[config.mk]
export PLATFORM = sky130hd
export DESIGN_NAME = gate_array_pipe
export DESIGN_NICKNAME = d
export VERILOG_FILES = /design/src/rtl/gate_array_pipe.sv
export SDC_FILE = /design/constraint.sdc
export NUM_CORES = 1
export LEC_CHECK = 0
export ABC_AREA = 1
export CORE_ASPECT_RATIO = 1.2
export CORE_MARGIN = 2
export CORE_UTILIZATION = 53
export CTS_CLUSTER_SIZE = 28
export DETAILED_ROUTE_END_ITERATION = 10
export PLACE_DENSITY = 0.83
export SLEW_MARGIN = 20
export SYNTH_ARGS = -nofsm -noshare
export SYNTH_HDL_FRONTEND = slang
export SYNTH_SLANG_ARGS = --single-unit
export TNS_END_PERCENT = 20
[constraint.sdc]
create_clock -name clk -period 1.8 [get_ports clk]
set_clock_uncertainty 0.1 [all_clocks]
set_input_delay 0.45 -clock clk [delete_from_list [all_inputs] [get_ports clk]]
set_output_delay 0.45 -clock clk [all_outputs]
set_load 0.01 [all_outputs]
[src/rtl/gate_array_pipe.sv]
// gate_array_pipe: two-stage registered WIDTH-bit logic unit (NAND/AND/OR/NOR/XOR/XNOR/NOT/PASS)
// with a valid/ready stream on both sides. Define GATE_ARRAY_PERF_EN to add the op_count port.
module gate_array_pipe #(
    parameter int WIDTH = 8
) (
    input  logic             clk,
    input  logic             rst,
    input  logic             in_valid,
    output logic             in_ready,
    input  logic [WIDTH-1:0] in_a,
    input  logic [WIDTH-1:0] in_b,
    input  logic [2:0]       in_op,
    output logic             out_valid,
    input  logic             out_ready,
    output logic [WIDTH-1:0] out_y,
    output logic             out_zero,
    output logic             out_ones
`ifdef GATE_ARRAY_PERF_EN
    ,
    output logic [15:0]      op_count
`endif
);

    localparam logic [2:0] OP_NAND = 3'd0;
    localparam logic [2:0] OP_AND  = 3'd1;
    localparam logic [2:0] OP_OR   = 3'd2;
    localparam logic [2:0] OP_NOR  = 3'd3;
    localparam logic [2:0] OP_XOR  = 3'd4;
    localparam logic [2:0] OP_XNOR = 3'd5;
    localparam logic [2:0] OP_NOT  = 3'd6;
    localparam logic [2:0] OP_PASS = 3'd7;

    function automatic logic [WIDTH-1:0] gate_eval(
        input logic [WIDTH-1:0] a,
        input logic [WIDTH-1:0] b,
        input logic [2:0]       op
    );
        logic [WIDTH-1:0] r;
        case (op)
            OP_NAND: r = ~(a & b);
            OP_AND:  r = a & b;
            OP_OR:   r = a | b;
            OP_NOR:  r = ~(a | b);
            OP_XOR:  r = a ^ b;
            OP_XNOR: r = ~(a ^ b);
            OP_NOT:  r = ~a;
            OP_PASS: r = a;
            default: r = a;
        endcase
        return r;
    endfunction

    logic             s1_valid_r;
    logic [WIDTH-1:0] s1_a_r;
    logic [WIDTH-1:0] s1_b_r;
    logic [2:0]       s1_op_r;
    logic             s2_valid_r;
    logic [WIDTH-1:0] s2_y_r;
    logic             s2_zero_r;
    logic             s2_ones_r;

    logic             s2_free_s;
    logic             s1_move_s;
    logic             in_ready_s;
    logic             in_fire_s;
    logic [WIDTH-1:0] result_s;
    logic             zero_s;
    logic             ones_s;

    // Handshake decisions, stage-2 result and its flags
    always_comb begin
        s2_free_s  = ~s2_valid_r | out_ready;
        s1_move_s  = s1_valid_r & s2_free_s;
        in_ready_s = ~s1_valid_r | s2_free_s;
        in_fire_s  = in_valid & in_ready_s;
        result_s   = gate_eval(s1_a_r, s1_b_r, s1_op_r);
        zero_s     = (result_s == {WIDTH{1'b0}});
        ones_s     = (result_s == {WIDTH{1'b1}});
    end

    // Stage 1: operand capture; the slot empties when its contents move on
    always_ff @(posedge clk or posedge rst) begin
        if (rst) begin
            s1_valid_r <= 1'b0;
            s1_a_r     <= {WIDTH{1'b0}};
            s1_b_r     <= {WIDTH{1'b0}};
            s1_op_r    <= 3'd0;
        end else if (in_fire_s) begin
            s1_valid_r <= 1'b1;
            s1_a_r     <= in_a;
            s1_b_r     <= in_b;
            s1_op_r    <= in_op;
        end else if (s1_move_s) begin
            s1_valid_r <= 1'b0;
        end else begin
            s1_valid_r <= s1_valid_r;
        end
    end

    // Stage 2: result register; data holds while the consumer stalls
    always_ff @(posedge clk or posedge rst) begin
        if (rst) begin
            s2_valid_r <= 1'b0;
            s2_y_r     <= {WIDTH{1'b0}};
            s2_zero_r  <= 1'b0;
            s2_ones_r  <= 1'b0;
        end else if (s1_move_s) begin
            s2_valid_r <= 1'b1;
            s2_y_r     <= result_s;
            s2_zero_r  <= zero_s;
            s2_ones_r  <= ones_s;
        end else if (out_ready) begin
            s2_valid_r <= 1'b0;
        end else begin
            s2_valid_r <= s2_valid_r;
        end
    end

    assign in_ready  = in_ready_s;
    assign out_valid = s2_valid_r;
    assign out_y     = s2_y_r;
    assign out_zero  = s2_zero_r;
    assign out_ones  = s2_ones_r;

`ifdef GATE_ARRAY_PERF_EN
    logic [15:0] op_count_r;

    // Saturating count of accepted input transactions
    always_ff @(posedge clk or posedge rst) begin
        if (rst) begin
            op_count_r <= 16'd0;
        end else if (in_fire_s && (op_count_r != 16'hFFFF)) begin
            op_count_r <= op_count_r + 16'd1;
        end else begin
            op_count_r <= op_count_r;
        end
    end

    assign op_count = op_count_r;
`endif

endmodule

* Word level (Yosys, flattened, before mapping)
Index checks and enable logic that the tools add are counted.
** Word-level totals
- Output and inout port bits :: 12
- Word-level logic and storage cells :: 38
- Bits in registers :: 31
- Input port bits :: 23
** Operators by class
- Mux-type cells :: 5
- Bitwise operators :: 13
- Eq/ne operators :: 8
- Reduce and logical (&&, ||, !) cells :: 4
** Operators with widths (count)
- $pmux W8 S8 :: 1
- $not A8 Y8 :: 4
- $eq A3 B3 Y1 const B :: 4
- $and A8 B8 Y8 :: 1
- $eq A8 B8 Y1 const B :: 1
- $logic_not A8 Y1 :: 1
- $or A8 B8 Y8 :: 1
- $xor A8 B8 Y8 :: 1
- $eq A3 B2 Y1 const B :: 2
- $mux W1 :: 4
- $reduce_bool A2 Y1 :: 2
- $eq A3 B1 Y1 const B :: 1
- $logic_not A3 Y1 :: 1
- $and A1 B1 Y1 :: 2
- $not A1 Y1 :: 2
- $or A1 B1 Y1 :: 2

* Logic depth before layout (Yosys ltp)
Gate-level depths: netlist (run 1).
- Depth in word-level cells :: 5
- Depth in mapped cells :: 13
- Depth with buffers taken out :: 12

* Least setup slack after synthesis (run 1)
Ideal clock, no wire load.
- Kind :: input to register
- From :: input out_ready
- To :: register s1_op_r[2]
- Stages on the path :: 6
- Slack :: 0.137 ns
- Arrival time :: 1.427 ns
- Setup time :: 0.137 ns
- Required time :: 1.563 ns
- Buffers on the path :: 2
- Path through :: inv_1 -> nand3_1 -> nand2_1 -> clkbuf_1 -> clkbuf_1 -> a21oi_1
** On the way
- Longest elaborated chain between the ends :: 3
** RTL lines
- from (decl) :: RTL line 14 : input logic out_ready,
- $or A1 B1 Y1 :: RTL line 72 : s2_free_s = ~s2_valid_r | out_ready;
- $or A1 B1 Y1 :: RTL line 74 : in_ready_s = ~s1_valid_r | s2_free_s;
- named net in_ready :: RTL line 9 : output logic in_ready,
- $and A1 B1 Y1 :: RTL line 75 : in_fire_s = in_valid & in_ready_s;
- to (signal assigned) :: RTL line 92 : s1_op_r <= in_op;
- to (decl) :: RTL line 56 : logic [2:0] s1_op_r;
The timed path passes the listed nets, and every way through them passes these cells.
A chain may end at the register's enable or synchronous reset.

* Worst setup path after layout (run 1)
- From :: register s2_valid_r (netlist: out_valid)
- To :: output out_valid
** RTL lines
- from (decl) :: RTL line 57 : logic s2_valid_r;
- from (signal assigned) :: RTL line 115 : s2_valid_r <= s2_valid_r;
- to (decl) :: RTL line 13 : output logic out_valid,
No word-level cell between the ends.

==> run metrics, run 1 <==
outcome complete, no violations; Area Growth Syn to Fin 29.3%; Yosys reg bits 31; Die Area between 0.004 and 0.005 mm2; Final Max Slew Viols 0; TritonCTS Buffers 5; Slew @ Worst Pin between 300 and 400 ps; Reg area around 780 um2; Fin. Hold Viols 0; Clk Latency, worst-skew pair about 280 ps; clock-pin slew on the worst setup and hold paths about 60 ps; Num Clock Sinks 31; cell accounting for the most synthesized area dfrtp_1; PortBufs 34; Die Y 75.0 um; startpoint types flip-flop; H-Tree Depth 2; max_cap viols 0; violation count after the first detailed-route iteration between 100 and 150; total grt overflow 0; vias in the first global route ~2200; detailed placer's ending HPWL between 4 and 5 mm; core footprint ~0.0040 mm2; CP top delay family buffers and inverters; Power Total 2.81 mW; Rows 25; Max Freq between 500 and 600 MHz; Max VDD drop roughly 0.00060 V; via count between 2000 and 2500; Tot GR Track Use 0.246; Layout Nets about 420; WP data required around 1300 ps; Finished Core Util 0.720; largest net degree at the start of global routing 40; diodes inserted 0; area of placed instances 0.00277 mm2; Residual DRC 0; initial antenna violation count 0; Tcrit/Tclk final 0.971; cell count after synthesis around 330; top cell type's share of synthesized area 0.348; total wire length 5.47 mm; Avg Cell Area, Syn between 6 and 7 um2; CP peak stage delay 550 ps; Ports 35; crit path cell chain clkdlybuf4s50_1; Post-synth EDFFs 0; min cycle time layout between 1500 and 2000 ps; most frequent cell after synthesis nand2_1; first-pass GRT wire length 9.30 mm; layout cells sized above 1 0.129; Netlist Area Pre-Place 0.00223 mm2; Initial Util 0.557; Synth area leaders dfrtp_1 (35%), nand2_1 (12%), nor2_1 (9.8%); Syn Nets about 370; Die Wd roughly 63 um; drt pass-1 iters 4; Routed Antenna Nets 0; reg-to-reg slack, setup ~130 ps; slowest stage cell, crit path clkdlybuf4s50_1; setup ws final ~53 ps; synth warn 0; Distinct cells, synth 23; WS Path Type reg2out; Synth Flop Type dfrtp_1; sequential element share of the synthesized area 0.348; Lkg Pwr 1.52 nW; RSZ-0062 raised after global routing true; RePlAce Congestion slightly below 0.9; clock root buffer clkbuf_8; CTS tree built; largest fanout on the critical path 3; power density cells between 900 and 1000 mW/mm2; Post-synth ARST share 1.00; WHS between 300 and 400 ps; Worst Path Arrival around 1200 ps; multi-input logic area 0.00125 mm2; Rel. slew slack 0.739; Via-to-Cell Ratio between 5 and 6; final count of negative-setup-slack endpoints 0; Buf/Inv on CP 1; worst slack, placed -324 ps; Hold Crit Class reg2reg; Fill cells between 300 and 400; maximum clock path buffer count 2; Critical Path End Type primary output; Routed WL per cell ~13 um; Final Instance Area ~0.0029 mm2; leading post-synthesis cells by instance count nand2_1 (73), nor2_1 (58), inv_1 (33), dfrtp_1 (31), nand4_1 (25)
## kinds of logic (layout without fill, tap and decap cells)
group                    count (synthesis)  count (layout)  share of synthesized area
AO/OA/AOI/OAI                           37              37                     0.0842
buffers and inverters                   53             106                     0.0977
adder cells (fa/ha/maj)                 16              16                     0.0898
flip-flops                              31              31                      0.348
AND/OR/NAND/NOR                        191             191                      0.380
## cell type report
| type | instances | area share |
|---|---|---|
| flip-flops and latches | 31 | 0.270 |
| clock buffers | 7 | 0.0265 |
| multi-input cells | 244 | 0.434 |
| repair buffers | 60 | 0.194 |
| clock inverters | 1 | 0.00174 |
| well taps | 54 | 0.0234 |
| inverters | 38 | 0.0504 |
## placed cells by master, fill, tap and decap left out, types with 3 or more instances in the layout
master / n
nand2_1: 73
nor2_1: 56
clkdlybuf4s50_1: 33
inv_1: 32
dfrtp_1: 29
nand4_1: 25
buf_4: 23
nand3_1: 21
a21oi_1: 19
ha_1: 16
o21ai_1: 11
o21ai_0: 6
inv_2: 5
clkbuf_8: 5
or2_1: 4
nor2_2: 3
nand3_2: 3
## routing by layer
| metal | vias to the layer above | part of all wire | wire length, um | global-route usage |
|---|---|---|---|---|
| met5 | - | 0 | 0 | 0 |
| met4 | 0 | 0.014 | 76 | 0.0845 |
| met3 | 12 | 0.049 | 266 | 0.0478 |
| met2 | 65 | 0.51 | 2810 | 0.466 |
| met1 | 1083 | 0.42 | 2320 | 0.281 |
| li1 | 1176 | - | - | - |
## stage by stage
step	cells	setup TNS, ps
6_report	435	0
5_1_grt	435	-18.4
4_1_cts	433	0
3_5_place_dp	425	-518
3_3_place_gp	425	-309
2_1_floorplan	328	0
## worst paths after layout
path | startpoint | endpoint | cells after the start
max in group asynchronous | rst | s1_op_r[1] | 3
max reg2reg | s1_a_r[2] | out_zero | 11
min | out_ones | out_ones | 2
min reg2reg | out_ones | out_ones | 2
min in group asynchronous | rst | s1_a_r[7] | 3
max | out_valid | out_valid | 1
## sequential cells by signal, summed over array words and instances (netlist names)
register    cells
s1_a_r          8
out_zero        1
out_ones        1
out_y           8
s1_valid_r      1
out_valid       1
s1_b_r          8
s1_op_r         3
## power breakdown
group          leakage (nW)  switching, mW  total (mW)  internal [mW]
registers             0.359          0.108       0.960          0.852
clock network        0.0422          0.253       0.524          0.271
logic                  1.12          0.709        1.33          0.618
total                  1.52           1.07        2.81           1.74
## what timing repair did
item,in CTS,in global routing
setup endpoints to repair,1,3
cloned,0,0
pin swaps,0,3
hold buffers,0,0
endpoints found under the hold margin,0,0
resized for setup,4,9
buffers inserted,0,2
No activity file was read; power rests on OpenSTA's default activity.
==> run 2: changes to the inputs <==
Settings changed: ABC_CLOCK_PERIOD_IN_PS from default to 1800.
==> results of run 2 <==
Same layout as run 1: the final DEF is identical, and so are final timing and power.
==> run 3: changes to the inputs <==
Settings changed: PLACE_DENSITY 0.83 to 0.9.
==> run metrics, run 3 (same netlist as run 1, synthesis figures left out) <==
Rel. slew slack 0.738; area of placed instances between 0.002 and 0.003 mm2; Slew @ Worst Pin slightly below 400 ps; WL met1 roughly 2.3 mm; max_cap viols 0; Via-to-Cell Ratio 5.33; violation count after the first detailed-route iteration 125; CP peak stage delay around 540 ps; Routed WL per cell about 13 um; Hold Crit Class reg2reg; slowest stage cell, crit path clkdlybuf4s50_1; H-Tree Depth 2; RSZ-0062 raised after global routing true; Die Wd ~63 um; crit path cell chain clkdlybuf4s50_1; largest net degree at the start of global routing 40; total wire length approximately 5.7 mm; clock-pin slew on the worst setup and hold paths about 70 ps; final count of negative-setup-slack endpoints 0; Die Area 0.00474 mm2; Ports 35; RePlAce Congestion 0.850; FF-to-FF End out_zero; Detail Route met3 WL between 200 and 300 um; Clk Latency, worst-skew pair between 200 and 300 ps; maximum clock path buffer count 2; reg-to-reg slack, setup about 66 ps; WP data required around 1300 ps; first-pass GRT wire length just under 10 mm; Max VDD drop between 0.0005 and 0.0006 V; layout cells sized above 1 0.143; Rows 25; total grt overflow 0; Finished Core Util 0.740; Critical Path End Type primary output; power density cells between 900 and 1000 mW/mm2; WS Path Type reg2out; met2 WL post-DR roughly 3 mm; startpoint types flip-flop; Max Freq just under 600 MHz; min cycle time layout roughly 1700 ps; core footprint approximately 0.004 mm2; WHS between 300 and 400 ps; Num Clock Sinks 31; largest fanout on the critical path 2; Buf/Inv on CP 1; commonest non-fill, non-tap cell in the layout nand2_1; TritonCTS Buffers 5; clock root buffer clkbuf_8; most frequent cells in the layout nand2_1 (72), nor2_1 (56), inv_1 (33); Power Total between 2 and 3 mW; worst reg2reg startpoint s1_a_r[3]; Worst R2R Path Depth 11; Lkg Pwr 1.56 nW; outcome complete, no violations; hold path start out_zero; Tcrit/Tclk final 0.964; CP top delay family buffers and inverters; Routed Antenna Nets 0; Tot GR Track Use 0.258; worst slack, placed -335 ps; DR top layer met4; PortBufs 34; detailed placer's ending HPWL approximately 4.2 mm; Hold Crit Depth 2; Worst Path Arrival 1180 ps; via count ~2300; Layout Nets ~420; Final Instance Area roughly 0.0030 mm2; diodes inserted 0; setup ws final approximately 66 ps; Area Growth Syn to Fin 33.0%; Worst Hold End out_zero; Final Max Slew Viols 0; Initial Util 0.557; Residual DRC 0; Die Y 75.0 um; CTS tree built; drt pass-1 iters 5; Fin. Hold Viols 0; vias in the first global route between 2000 and 2500; initial antenna violation count 0
[run 3: cell types whose count changed in the layout (fill, tap and decap cells not counted), sizes merged]
cell | before | now
clkbuf | 7 | 8
dlymetal6s2s | 0 | 2
clkdlybuf4s50 | 33 | 31
clkinv | 1 | 0
buf | 27 | 31
[run 3: worst max-delay path by stage]
stage | startpoint | endpoint | depth (start not counted)
2_1_floorplan | out_ready | s1_op_r[2] | 6
6_report | out_y[7] | out_y[7] | 1
3_5_place_dp | out_ready | in_ready | 4
5_1_grt | s1_a_r[1] | out_zero | 11
4_1_cts | s1_op_r[0] | out_ones | 10
3_3_place_gp | out_ready | in_ready | 4
[run 3: area by class of cell]
type                    count  area (um2)
flip-flops and latches     31         778
well taps                  54        67.6
repair buffers             64         607
inverters                  38         145
fillers                   331        1040
clock buffers               8         100
multi-input cells         244        1260
[run 3: report_power, final]
part / switching, mW / total [mW] / internal, mW
Sequential: 0.105 / 0.957 / 0.852
Clock: 0.263 / 0.612 / 0.349
Combinational: 0.729 / 1.38 / 0.651
Total: 1.10 / 2.95 / 1.85
[run 3: stage by stage]
step | setup TNS (ps) | instances
2_1_floorplan | 0 | 328
3_3_place_gp | -311 | 426
3_5_place_dp | -503 | 426
4_1_cts | 0 | 434
5_1_grt | -49.7 | 439
6_report | 0 | 439
[run 3: layer usage]
metal	GRT usage	up-vias
li1	-	1176
met1	0.276	1080
met2	0.487	70
met3	0.0478	14
met4	0.140	0
met5	0	-
[run 3: timing repair]
item / in CTS / in global routing
pin swaps: 0 / 2
setup endpoints to repair: 3 / 5
hold buffers: 0 / 0
resized for setup: 5 / 12
setup buffers: 0 / 5
gates cloned: 0 / 0
